## config.mk

```make
export PLATFORM = sky130hd
export DESIGN_NAME = int_adder_issue
export DESIGN_NICKNAME = d
export VERILOG_FILES = /design/src/rtl/int_alu_pkg.sv /design/src/rtl/int_adder_flags.sv /design/src/rtl/int_adder_issue.sv
export SDC_FILE = /design/constraint.sdc
export NUM_CORES = 1
export LEC_CHECK = 0
export ABC_AREA = 1
export CORE_ASPECT_RATIO = 0.7
export CORE_MARGIN = 10
export CORE_UTILIZATION = 39
export DETAILED_ROUTE_END_ITERATION = 10
export HOLD_SLACK_MARGIN = 0.08
export PLACE_DENSITY = 0.91
export SYNTH_ARGS = -nofsm -noshare
export SYNTH_HDL_FRONTEND = slang
export SYNTH_SLANG_ARGS = --single-unit
```

## constraint.sdc

```tcl
create_clock -name clk -period 1.4 [get_ports clk]
set_input_delay 0.21 -clock clk [delete_from_list [all_inputs] [get_ports clk]]
set_output_delay 0.21 -clock clk [all_outputs]
set_load 0.01 [all_outputs]
```

## src/rtl/int_alu_pkg.sv

```systemverilog
// Shared definitions for the int_alu stages: op encodings, NZCV bit positions,
// issue-stage FSM states and operand-conditioning helpers.
package int_alu_pkg;

  typedef enum logic [1:0] {
    OP_ADD = 2'd0,
    OP_SUB = 2'd1,
    OP_ADC = 2'd2,
    OP_SBB = 2'd3
  } op_t;

  localparam int FLAG_N = 3;
  localparam int FLAG_Z = 2;
  localparam int FLAG_C = 1;
  localparam int FLAG_V = 0;

  typedef enum logic [1:0] {
    ST_IDLE  = 2'd0,
    ST_ISSUE = 2'd1,
    ST_CAPT  = 2'd2,
    ST_RESP  = 2'd3
  } state_t;

  // Subtracting forms feed the adder with the one's complement of b.
  function automatic logic op_inverts_b(op_t op);
    return (op == OP_SUB) || (op == OP_SBB);
  endfunction

  // Carry-in: fixed for ADD/SUB, chained from the architectural carry for ADC/SBB.
  function automatic logic op_carry_in(op_t op, logic carry);
    case (op)
      OP_ADD:  return 1'b0;
      OP_SUB:  return 1'b1;
      default: return carry;
    endcase
  endfunction

endpackage

```

## src/rtl/int_adder_flags.sv

```systemverilog
// NZCV flag generation from the adder's conditioned operands and result.
// Purely combinational; only the operand sign bits are needed for overflow.
module int_adder_flags
  import int_alu_pkg::*;
#(
  parameter int DATA_WIDTH = 32
) (
  input  logic                  a_msb,
  input  logic                  b_msb,
  input  logic [DATA_WIDTH-1:0] sum,
  input  logic                  cout,
  output logic [3:0]            flags
);

  always_comb begin
    flags         = '0;
    flags[FLAG_N] = sum[DATA_WIDTH-1];
    flags[FLAG_Z] = (sum == '0);
    flags[FLAG_C] = cout;
    flags[FLAG_V] = (a_msb == b_msb) && (sum[DATA_WIDTH-1] != a_msb);
  end

endmodule

```

## src/rtl/int_adder_issue.sv

```systemverilog
// Issue/sequencing stage in front of int_adder: one op in flight, NZCV response.
// Optional signed saturation of ADD/SUB results under INT_ADDER_ISSUE_SAT_EN.
//
// state    | meaning
// ST_IDLE  | ready for a request
// ST_ISSUE | add_en pulsed, conditioned operands held on add_*
// ST_CAPT  | adder result valid; capture sum, flags, carry
// ST_RESP  | response held until rsp_ready
module int_adder_issue
  import int_alu_pkg::*;
#(
  parameter int DATA_WIDTH = 32
) (
  input  logic                  clk,
  input  logic                  rst_n,
  input  logic                  req_valid,
  output logic                  req_ready,
  input  logic [1:0]            req_op,
  input  logic [DATA_WIDTH-1:0] req_a,
  input  logic [DATA_WIDTH-1:0] req_b,
  output logic                  add_en,
  output logic [DATA_WIDTH-1:0] add_a,
  output logic [DATA_WIDTH-1:0] add_b,
  output logic                  add_cin,
  input  logic [DATA_WIDTH-1:0] add_sum,
  input  logic                  add_cout,
  output logic                  rsp_valid,
  input  logic                  rsp_ready,
  output logic [DATA_WIDTH-1:0] rsp_sum,
  output logic [3:0]            rsp_flags,
  output logic                  carry_flag
);

  localparam int MSB = DATA_WIDTH - 1;

  state_t                  state_q, state_d;
  op_t                     op_in;
  logic                    accept;
  logic [3:0]              flags;
  logic [DATA_WIDTH-1:0]   res_sum;

  assign op_in     = op_t'(req_op);
  assign req_ready = (state_q == ST_IDLE);
  assign accept    = req_ready && req_valid;

  always_comb begin
    state_d = state_q;
    case (state_q)
      ST_IDLE:  if (req_valid) state_d = ST_ISSUE;
      ST_ISSUE: state_d = ST_CAPT;
      ST_CAPT:  state_d = ST_RESP;
      ST_RESP:  if (rsp_ready) state_d = ST_IDLE;
      default:  state_d = ST_IDLE;
    endcase
  end

  int_adder_flags #(.DATA_WIDTH(DATA_WIDTH)) u_flags (
    .a_msb (add_a[MSB]),
    .b_msb (add_b[MSB]),
    .sum   (add_sum),
    .cout  (add_cout),
    .flags (flags)
  );

`ifdef INT_ADDER_ISSUE_SAT_EN
  op_t op_q;

  // Flags and carry keep the raw result; only the returned sum is clamped.
  always_comb begin
    res_sum = add_sum;
    if (((op_q == OP_ADD) || (op_q == OP_SUB)) && flags[FLAG_V])
      res_sum = add_a[MSB] ? {1'b1, {(DATA_WIDTH-1){1'b0}}}
                           : {1'b0, {(DATA_WIDTH-1){1'b1}}};
  end

  always_ff @(posedge clk) begin
    if (!rst_n)      op_q <= OP_ADD;
    else if (accept) op_q <= op_in;
  end
`else
  assign res_sum = add_sum;
`endif

  always_ff @(posedge clk) begin
    if (!rst_n) begin
      state_q    <= ST_IDLE;
      add_en     <= 1'b0;
      add_a      <= '0;
      add_b      <= '0;
      add_cin    <= 1'b0;
      rsp_valid  <= 1'b0;
      rsp_sum    <= '0;
      rsp_flags  <= '0;
      carry_flag <= 1'b0;
    end else begin
      state_q   <= state_d;
      add_en    <= accept;
      rsp_valid <= (state_d == ST_RESP);
      if (accept) begin
        add_a   <= req_a;
        add_b   <= op_inverts_b(op_in) ? ~req_b : req_b;
        add_cin <= op_carry_in(op_in, carry_flag);
      end
      if (state_q == ST_CAPT) begin
        rsp_sum    <= res_sum;
        rsp_flags  <= flags;
        carry_flag <= add_cout;
      end
    end
  end

endmodule

```

# ---- After elaboration in Yosys (flattened, before gate mapping)
# Index checks and enable logic that the tools add are counted.
dict set report word_totals {
  regBits 106
  inputBits 103
  out_inout_bits 105
}
dict set report op_classes {
  n_eq_ne 8
  n_mux 5
  bitwise_logic 1
  n_reduce_logical 6
}
# operator count
set op_table {}
lappend op_table {{logical NOT 32 bit} 1}
lappend op_table {{2-to-1 mux 32 bit} 1}
lappend op_table {{NOT 32 bit} 1}
lappend op_table {{equality test 2 bit, second input constant} 4}
lappend op_table {{one-hot mux 2 bit (4 select lines)} 1}
lappend op_table {{equality test 2 x 1 -> 1 bit, second input constant} 2}
lappend op_table {{logical NOT 2 bit} 2}
lappend op_table {{2-to-1 mux 2 bit} 2}
lappend op_table {{logical AND 1 bit} 2}
lappend op_table {{one-hot mux 1 bit (2 select lines)} 1}
lappend op_table {{equality test 1 bit} 1}
lappend op_table {{logical OR 1 bit} 1}
lappend op_table {{!= test 1 bit} 1}

# ---- Longest topological paths before layout
# Gate-level depths: netlist (run 1).
dict set report depth {
  word_depth 3
  mapped_depth 7
}

# ---- Hierarchy
# A second synthesis (run 1) with hierarchy kept.
dict set report hier_totals {
  cells_unflattened 740
  hier_area_um2 4837.1
}
# mod n_inst cells_per_inst area_per_inst_um2
set by_module_without_submodules {}
lappend by_module_without_submodules {int_adder_issue 1 702 4680.7}
lappend by_module_without_submodules {int_adder_flags 1 38 156.4}

# ---- Worst setup path after synthesis (run 1)
# OpenSTA, ideal clock, no wires.
dict set report synth_timing {
  kind {flip-flop to flip-flop}
  from {register state_q[1]}
  to {register add_b[10]}
  setup_ps 122
  t_arrival_ps 1027
  t_required_ps 1278
  setup_slack_ps 252
  stages_incl_launch_ff 7
  n_path_buf 2
  period_less_slack_ps 1148
  path_cell_list {dfxtp_1 nor2_4 nand2_4 inv_2 buf_6 buf_2 a21oi_1}
}
dict set report synth_via {
  elab_chain_len 2
}
# element line
set synth_rtl {}
lappend synth_rtl {{start: declaration} int_adder_issue.sv:36} ;# state_t state_q, state_d;
lappend synth_rtl {{start signal: assignment} int_adder_issue.sv:96} ;# state_q <= state_d;
lappend synth_rtl {{logical NOT 2 bit} int_adder_issue.sv:43} ;# assign req_ready = (state_q == ST_IDLE);
lappend synth_rtl {{named net req_ready} int_adder_issue.sv:17} ;# output logic req_ready,
lappend synth_rtl {{logical AND 1 bit} int_adder_issue.sv:44} ;# assign accept = req_ready && req_valid;
lappend synth_rtl {{end signal: assignment} int_adder_issue.sv:101} ;# add_b <= op_inverts_b(op_in) ? ~req_b : req_b;
lappend synth_rtl {{end: declaration} int_adder_issue.sv:23} ;# output logic [DATA_WIDTH-1:0] add_b,
# The timed path passes the listed nets, and every way through them passes these cells.
# A chain may end at the register's enable or synchronous reset.

# ---- Worst setup path in the final report (run 1)
dict set report layout_timing {
  from {register state_q[1]}
  to {output port req_ready}
}
dict set report layout_via {
  elab_chain_len 1
}
# element line
set layout_rtl {}
lappend layout_rtl {{logical NOT 2 bit} int_adder_issue.sv:43}
lappend layout_rtl {{end: declaration} int_adder_issue.sv:17}
# Every way passes these cells.

==> implementation parameters, run 1 <==
Parameter                              Value

Route
  Total wirelength of the detailed-routed design    13470 µm
  Vias per cell    4.853
  Vias after detailed routing    3926
  1st-pass router iterations    4
  Initial detailed-routing violation count    141
  Avg WL per Cell    16.65 µm
  DRC violations left    0
  Number of nets still failing antenna checks after routing    0

Layout
  Antenna Cells    0
  Top library cells by usage in the layout, fill and taps aside    nor2_1, dlygate4sd2_1, dfxtp_1
  Fraction of layout instances using a drive strength above 1    0.05286
  Nets    779
  Area delta synth->final    60.11%
  Final Core Density    0.6460
  Most common cell after layout, fill and taps aside    nor2_1

CTS
  Maximum clock insertion buffer count    2
  Clk slew on worst S/H paths    0.07 ns
  H-tree level count    3
  Cts bufs inserted    9
  Number of buffers inserted for hold repair after clock tree synthesis    0
  Clock tree from TritonCTS    yes
  Root Driver    clkbuf_16
  Sink count of the clock tree    104
  Clock network latency to the later pin of the worst-skew pair    0.34 ns

Pwr
  Static leakage    2.900 nW
  Combinational Power Share    0.224
  Switching share of total power    0.2772
  Clock network power share    0.341
  PD cells    1259 nW/µm²
  Part of the power in registers    0.435
  Internal Power    5.757 mW
  Power spent charging and discharging nets    2.208 mW
  Overall Power    7.965 mW
  Max rail drop VDD    684.0 µV

STA
  Minimum clock period after layout    1.337 ns
  RSZ-0062 raised after global routing    no
  Final period util    0.9552
  Endpoints failing setup    0
  Timing-limited maximum frequency    747.8 MHz
  Worst slew slack as a fraction of its limit    0.7974
  Setup skew after layout    0.006422 ns
  Number of endpoints with negative hold slack in the final report    0
  Worst-margin pin slew    0.3039 ns
  Final hold slack    0.3310 ns
  Number of max-slew violations in the final report    0

Global routing
  GRT Total Usage    0.1756
  First-pass GRT wire length    21230 µm
  Grt total ovfl    0
  Largest net degree at the start of global routing    64
  Initial antenna violation count    0
  Number of global-route vias before repair    4083

Worst setup path
  CP Data Arrival Time    1.13 ns
  Reg2Reg Capture Point    rsp_sum[14]
  Category of the worst setup path capture point    primary output
  Worst Path Required    1.19 ns
  R2R setup slack    0.12 ns
  Reg-to-reg critical path startpoint    state_q[0]
  Crit Path Class    flip-flop to primary output
  Highest fanout seen on the critical path    4
  Element type at the critical path start    flip-flop
  Logic depth of the worst register-to-register path    6

Yosys
  Synth cell types    22
  Gate count after technology mapping    485
  Share of the yosys chip area belonging to registers    0.5267
  Synthesized netlist net count    588
  Post-synthesis instance area    3953 µm²
  Flip-flop and latch count after synthesis    104
  Yosys synthesis warning count    0
  Average cell area after synthesis    8.150 µm²

Place
  Number of port buffers    207
  GPL Wtd Cong    0.8594
  Half-perimeter wire length after placement    10510 µm

Run status
  Result of the run    finished clean

Floorplan
  IO Pins    208
  Number of cell rows    30
  Core ar.    9797 µm²
  Width of the die    140.3 µm
  Die footprint    14630 µm²
  Die outline height    104.2 µm
  Effective utilization at floorplan    0.4034

Hold path
  Worst min-delay path category    input port to flip-flop
  Number of cells traversed by the worst hold path    5
  Hold Path Sink    add_cin
  Hold path startpoint    req_op[0]

Run
  Reported max-cap violation count    0
[registers in the layout, summed over array words and instances, names as in the netlist]
register   count
add_a         32
add_b         32
rsp_sum       32
rsp_flags      3
state_q        2
add_cin        1
add_en         1
rsp_valid      1
[worst max-delay path by stage]
stage,from,end,slack [ns],depth (start not counted)
final,state_q[1],req_ready,0.06,2
after global routing,state_q[0],rsp_sum[4],0.002,6
after CTS,state_q[1],req_ready,0.02,2
after detailed placement,req_valid,add_b[3],-0.07,6
after global placement,req_valid,add_b[17],0.03,6
after floorplan,state_q[1],add_b[10],0.25,6
[cells in the mapped netlist]
master    count  area (µm²)
dfxtp_1     104        2082
o21ai_0      92       460.4
xnor2_1      31       271.5
nor2_1      108       405.4
nand2_4       1       11.26
o21ai_1       5       25.02
or2_2         1       6.260
clkbuf_1     14       52.55
buf_2        18       90.09
xor2_1        1       8.760
nand3_1       5       25.02
nand2_2       1       6.260
buf_4         4       30.03
inv_1        24       90.09
nand2_1      11       41.29
nor2_4        1       11.26
inv_2         2       7.510
nor3_1        1       5.000
o211ai_1      1       7.510
buf_6         2       22.52
a21oi_1      56       280.3
nand4_1       2       12.51
[timing repair]
action	in CTS	in global routing
gates resized for setup	107	3
setup buffers	0	0
endpoints found under the setup margin	107	21
pin swaps	0	0
[layout make-up]
| cell class | instances | area (µm²) |
|---|---|---|
| fill | 821 | 3468 |
| inverter | 26 | 100.1 |
| sequential | 104 | 2083 |
| clock buffer | 9 | 225.2 |
| clock inverter | 7 | 100.1 |
| tap | 128 | 160.2 |
| multi-input combinational | 317 | 1583 |
| timing repair buffer | 218 | 2077 |
[power groups by stage]
stage | Sequential [mW] | Combinational [mW] | Clock, mW
CTS | 3.46 | 1.81 | 2.79
detailed placement | 3.54 | 2.02 | 0
global placement | 3.51 | 1.96 | 0
global route | 3.50 | 1.96 | 2.91
finish | 3.46 | 1.78 | 2.72
floorplan | 3.66 | 0.704 | 0
[logic make-up (layout without fill, tap and decap cells)]
family / after synthesis / in the layout / synth area share
DFF: 104 / 104 / 0.5267
xor gates and xnor gates: 32 / 32 / 0.07091
AOI/OAI and AO/OA: 154 / 154 / 0.1956
and+or+nand+nor: 131 / 131 / 0.1326
buffers and inverters: 64 / 260 / 0.07408
[critical path, stage by stage, from the launching register on]
cell and delay, ns:
dfxtp_2 0.36, nor2_4 0.16, clkdlybuf4s15_1 0.26
[metal layers]
layer  global-route usage  vias up  part of all wire
met1               0.1885     1814              0.40
met2               0.3040      140              0.50
met3              0.07071       18             0.085
met5                    0        -                 0
li1                     -     1954                 -
met4              0.06176        0             0.017
[per-stage QoR]
| step | instance area (µm²) | TNS, ns | setup slack [ns] | instances |
|---|---|---|---|---|
| floorplan | 3953 | 0 | 0.2518 | 485 |
| global placement | 6125 | 0 | 0.02536 | 793 |
| detailed placement | 6125 | -0.7381 | -0.06971 | 793 |
| CTS | 6322 | 0 | 0.01746 | 809 |
| global route | 6329 | 0 | 0.002434 | 809 |
| finish | 6329 | 0 | 0.06266 | 809 |
Power figures use the tool's default switching activity.
==> run 2: changes to the inputs <==
--- a/config.mk
+++ b/config.mk
@@ -11,6 +11,7 @@
 export CORE_UTILIZATION = 39
 export DETAILED_ROUTE_END_ITERATION = 10
 export HOLD_SLACK_MARGIN = 0.08
+export MAX_ROUTING_LAYER = met4
 export PLACE_DENSITY = 0.91
 export SYNTH_ARGS = -nofsm -noshare
 export SYNTH_HDL_FRONTEND = slang
==> constraint.sdc (replaced) <==
create_clock -name clk -period 1.24 [get_ports clk]
set_input_delay 0.186 -clock clk [delete_from_list [all_inputs] [get_ports clk]]
set_output_delay 0.186 -clock clk [all_outputs]
set_load 0.01 [all_outputs]
==> run 2 against run 1 <==
  * Utilization increased by 1.5 points
  * Critical path depth grew 4
  * Combinational power up 18%
  * Sequential power grew 13%
  * Worst hold slack worse by 0.13 ns
  * Critical endpoint is now add_b[16]
  * Largest cell class is now non-clock buffers
  * Largest power group unchanged
==> implementation parameters, run 2 (synthesis gave the netlist of run 1 again) <==
Parameter                              Value

Route
  1st-pass router iterations    5
  DRC violations left    0
  Initial detailed-routing violation count    200
  Avg WL per Cell    16.68 µm
  Total wirelength of the detailed-routed design    13680 µm
  Number of nets still failing antenna checks after routing    0
  Vias per cell    4.867
  Vias after detailed routing    3991

Layout
  Most common cell after layout, fill and taps aside    nor2_1
  Nets    790
  Antenna Cells    0
  Non-Filler Instances    820
  Fraction of layout instances using a drive strength above 1    0.07514
  Area delta synth->final    63.85%
  Top library cells by usage in the layout, fill and taps aside    nor2_1, dlygate4sd2_1, dfxtp_1
  Post-layout instance area    6476 µm²
  Registers with the most flip-flops    add_a x32, add_b x32, rsp_sum x32
  Final Core Density    0.6610

Global routing
  Largest net degree at the start of global routing    68
  First-pass GRT wire length    20960 µm
  GRT Total Usage    0.1777
  Number of global-route vias before repair    3974
  Initial antenna violation count    0
  Grt total ovfl    0

Floorplan
  Core ar.    9797 µm²
  Number of cell rows    30
  Die footprint    14630 µm²
  Effective utilization at floorplan    0.4034
  Width of the die    140.3 µm
  Die outline height    104.2 µm
  IO Pins    208

STA
  RSZ-0062 raised after global routing    yes
  Timing-limited maximum frequency    834.3 MHz
  Number of max-slew violations in the final report    0
  Sum of negative setup slack    0 ns
  Final hold slack    0.2019 ns
  Endpoints failing setup    0
  Worst setup slack after layout    0.04132 ns
  Final period util    0.9667
  Minimum clock period after layout    1.199 ns
  Setup skew after layout    0.004283 ns
  Worst-margin pin slew    0.3212 ns
  Worst slew slack as a fraction of its limit    0.7859
  Number of endpoints with negative hold slack in the final report    0

Place
  Cell Area, Placed    6192 µm²
  Half-perimeter wire length after placement    10460 µm
  # placed instances    802
  GPL Wtd Cong    0.8771
  Number of port buffers    207
  Placement-stage worst setup slack    -0.1974 ns

CTS
  Clk slew on worst S/H paths    0.07 ns
  Clock network latency to the later pin of the worst-skew pair    0.33 ns
  H-tree level count    3
  Clock tree from TritonCTS    yes
  Root Driver    clkbuf_16
  Sink count of the clock tree    104
  Cts bufs inserted    9
  Maximum clock insertion buffer count    2

Pwr
  Part of the power in registers    0.420
  Max rail drop VDD    798.7 µV
  Static leakage    2.972 nW
  Overall Power    9.288 mW
  Clock network power share    0.353
  Power spent charging and discharging nets    2.479 mW
  PD cells    1434 nW/µm²
  Internal Power    6.809 mW
  Combinational Power Share    0.226
  Switching share of total power    0.2669

Worst setup path
  R2R setup slack    0.04 ns
  Worst Path Required    1.49 ns
  Logic depth of the worst register-to-register path    6
  Critical Path End    add_b[16]
  Reg2Reg Capture Point    add_b[16]
  CP Data Arrival Time    1.45 ns
  Highest fanout seen on the critical path    35
  Element type at the critical path start    flip-flop
  Category of the worst setup path capture point    flip-flop
  Reg-to-reg critical path startpoint    state_q[1]
  Worst setup path startpoint    state_q[1]
  Crit Path Class    flip-flop to flip-flop

Hold path
  Worst min-delay path category    input port to flip-flop

Run status
  Result of the run    finished clean

Run
  Reported max-cap violation count    0
## run 2: routing by layer
metal  routed length [µm]  part of all wire  vias up  global-route usage
met5                    0                 0        -                   -
met4                  201             0.015        0             0.04265
met3                  888             0.065       16             0.04699
met2                 6812              0.50      152              0.3107
met1                 5778              0.42     1840              0.1964
li1                     -                 -     1983                   -
## run 2: repair_timing
| item | in CTS | in global routing |
|---|---|---|
| setup buffers | 0 | 0 |
| gates resized for setup | 107 | 13 |
| endpoints found under the hold margin | 0 | 0 |
| gates cloned | 0 | 2 |
| endpoints found under the setup margin | 105 | 65 |
| hold buffers | 0 | 0 |
## run 2: worst min path at each step
stage	startpoint	to	slack (ns)	depth (start not counted)
after CTS	rst_n	add_b[31]	0.19	3
after detailed placement	rsp_flags[2]	rsp_flags[2]	0.46	2
after global placement	rsp_flags[2]	rsp_flags[2]	0.45	2
after floorplan	add_sum[11]	rsp_sum[11]	0.33	2
final	rst_n	rsp_sum[31]	0.20	3
after global routing	rst_n	add_b[31]	0.19	3
## run 2: critical path: stages, from the launching register on
cell and delay, ns:
dfxtp_2 0.34, nor2_4 0.14, nand2_4 0.07, inv_4 0.12, buf_12 0.19, o21ai_1 0.08, a21oi_1 0.16
## run 2: power by group through the flow
stage	Clock, mW	Combinational [mW]	Sequential (mW)
floorplan	0	0.795	4.13
global placement	0	2.24	3.96
detailed placement	0	2.31	3.99
CTS	3.35	2.07	3.90
global route	3.49	2.30	3.94
finish	3.28	2.10	3.90
## run 2: area by class of cell
cell class / count / area (µm²)
repair buffers: 229 / 2190
inverters: 26 / 102.6
clock inverters: 6 / 115.1
flip-flops and latches: 104 / 2086
clock buffers: 10 / 239.0
fillers: 845 / 3321
well taps: 128 / 160.2
multi-input cells: 317 / 1584
==> run 3: changes to the inputs <==
--- a/config.mk
+++ b/config.mk
@@ -7,7 +7,6 @@
 export LEC_CHECK = 0
 export ABC_AREA = 1
 export CORE_ASPECT_RATIO = 0.7
-export CORE_MARGIN = 10
 export CORE_UTILIZATION = 39
 export DETAILED_ROUTE_END_ITERATION = 10
 export HOLD_SLACK_MARGIN = 0.08
==> run 3 against run 2 <==
  * Clock skew about the same
  * Clock-buffer cell count increased by 2
  * Worst hold slack improved by 0.012 ns
  * Combinational power about the same
  * Largest cell class unchanged
  * Largest power group unchanged
==> implementation parameters, run 3 (synthesis gave the netlist of run 1 again) <==
Parameter                              Value

STA
  Number of max-slew violations in the final report    0
  Worst-margin pin slew    0.4253 ns
  Minimum clock period after layout    1.216 ns
  Final period util    0.9808
  Worst setup slack after layout    0.02376 ns
  Worst slew slack as a fraction of its limit    0.7164
  Endpoints failing setup    0
  Number of endpoints with negative hold slack in the final report    0
  Timing-limited maximum frequency    822.2 MHz
  Setup skew after layout    0.003787 ns
  RSZ-0062 raised after global routing    yes
  Sum of negative setup slack    0 ns

Route
  Number of nets still failing antenna checks after routing    0
  Vias per cell    4.904
  Vias after detailed routing    4002
  1st-pass router iterations    4
  Total wirelength of the detailed-routed design    11840 µm
  Initial detailed-routing violation count    212
  DRC violations left    0
  Avg WL per Cell    14.51 µm

Global routing
  Largest net degree at the start of global routing    59
  Grt total ovfl    0
  Initial antenna violation count    0
  Number of global-route vias before repair    3844
  GRT Total Usage    0.2315
  First-pass GRT wire length    18520 µm

Place
  Placement-stage worst setup slack    -0.2955 ns
  Half-perimeter wire length after placement    8361 µm
  GPL Wtd Cong    0.8284
  Number of port buffers    207

CTS
  Clock network latency to the later pin of the worst-skew pair    0.33 ns
  Sink count of the clock tree    104
  H-tree level count    3
  Cts bufs inserted    9
  Number of buffers inserted for hold repair after clock tree synthesis    0
  Maximum clock insertion buffer count    2
  Root Driver    clkbuf_16
  Clock tree from TritonCTS    yes
  Clk slew on worst S/H paths    0.07 ns

Layout
  Antenna Cells    0
  Top library cells by usage in the layout, fill and taps aside    nor2_1, dlygate4sd2_1, dfxtp_1
  Area delta synth->final    62.55%
  Most common cell after layout, fill and taps aside    nor2_1
  Combined area of the multi-input logic cells    1585 µm²
  Storage element area    2085 µm²
  Registers with the most flip-flops    add_a x32, add_b x32, rsp_sum x32
  Fraction of layout instances using a drive strength above 1    0.06395
  Number of filler instances in the final layout    801
  Nets    786

Worst setup path
  List of cells traversed by the critical path    dlygate4sd2_1
  Largest delay contributor family on the critical path    flip-flops
  Element type at the critical path start    flip-flop
  Reg-to-reg critical path startpoint    state_q[0]
  Worst Path Required    1.05 ns
  Total buffers and inverters traversed by the critical path    1
  Worst setup path startpoint    rsp_flags[1]
  Highest fanout seen on the critical path    4
  Category of the worst setup path capture point    primary output
  CP max stage cell    dfxtp_1
  Peak per-stage delay on the critical path    0.39 ns
  CP Data Arrival Time    1.03 ns
  Crit Path Class    flip-flop to primary output

Pwr
  Overall Power    8.817 mW
  Clock network power share    0.318
  Static leakage    2.938 nW
  Power spent charging and discharging nets    2.403 mW
  Switching share of total power    0.2726
  Internal Power    6.413 mW
  Combinational Power Share    0.240
  Max rail drop VDD    981.1 µV
  PD cells    1372 nW/µm²
  Part of the power in registers    0.442

Floorplan
  Die outline height    86.23 µm
  Effective utilization at floorplan    0.4050
  IO Pins    208
  Core ar.    9759 µm²
  Number of cell rows    30
  Width of the die    122.3 µm
  Die footprint    10550 µm²

Run
  Reported max-cap violation count    0

Run status
  Result of the run    finished clean

Hold path
  Worst min-delay path category    input port to flip-flop
  Hold path startpoint    rst_n
-- run 3: routing by layer --
| metal | global-route usage | wire, µm | up-vias |
|---|---|---|---|
| li1 | - | - | 1975 |
| met1 | 0.2837 | 5200 | 1855 |
| met2 | 0.3795 | 5765 | 158 |
| met3 | 0.05658 | 748 | 14 |
| met4 | 0.06430 | 129 | 0 |
| met5 | - | 0 | - |
-- run 3: area by class of cell --
| cell class | instances | area share |
|---|---|---|
| Timing Repair Buffer | 225 | 0.3408 |
| Multi-Input combinational cell | 317 | 0.2467 |
| Inverter | 26 | 0.01636 |
| Sequential cell | 104 | 0.3244 |
| Clock buffer | 12 | 0.03836 |
| Clock inverter | 4 | 0.008374 |
| Tap cell | 128 | 0.02493 |
-- run 3: what timing repair did --
action	CTS	global route
pin swaps	0	1
endpoints found under the setup margin	130	62
resized for setup	111	11
setup buffers	0	0
cloned	3	0
-- run 3: path summary, 6_finish.rpt --
kind	endpoint	slack [ns]	depth (start not counted)
worst max register to register	add_a[4]	0.03	5
worst min-delay path	add_b[31]	0.21	3
worst max-delay path	carry_flag	0.02	1
worst min register to register	rsp_flags[2]	0.47	2
-- run 3: power by group through the flow --
| stage | clock network, mW | logic (mW) | registers, mW |
|---|---|---|---|
| floorplan | 0 | 0.795 | 4.13 |
| global placement | 0 | 2.17 | 3.96 |
| detailed placement | 0 | 2.25 | 3.98 |
| CTS | 2.89 | 2.12 | 3.89 |
| global route | 3.04 | 2.30 | 3.94 |
| finish | 2.80 | 2.12 | 3.90 |
-- run 3: metrics by stage --
| stage | cells | instance area, µm² | utilization | hold WS (ns) |
|---|---|---|---|---|
| 3_3_place_gp | 797 | 6155 | 0.6306 | 0.4557 |
| 2_1_floorplan | 485 | 3953 | - | 0.3336 |
| 4_1_cts | 816 | 6419 | 0.6577 | 0.2027 |
| 6_report | 816 | 6425 | 0.6583 | 0.2141 |
| 3_5_place_dp | 797 | 6155 | 0.6306 | 0.4675 |
| 5_1_grt | 816 | 6425 | 0.6583 | 0.2275 |
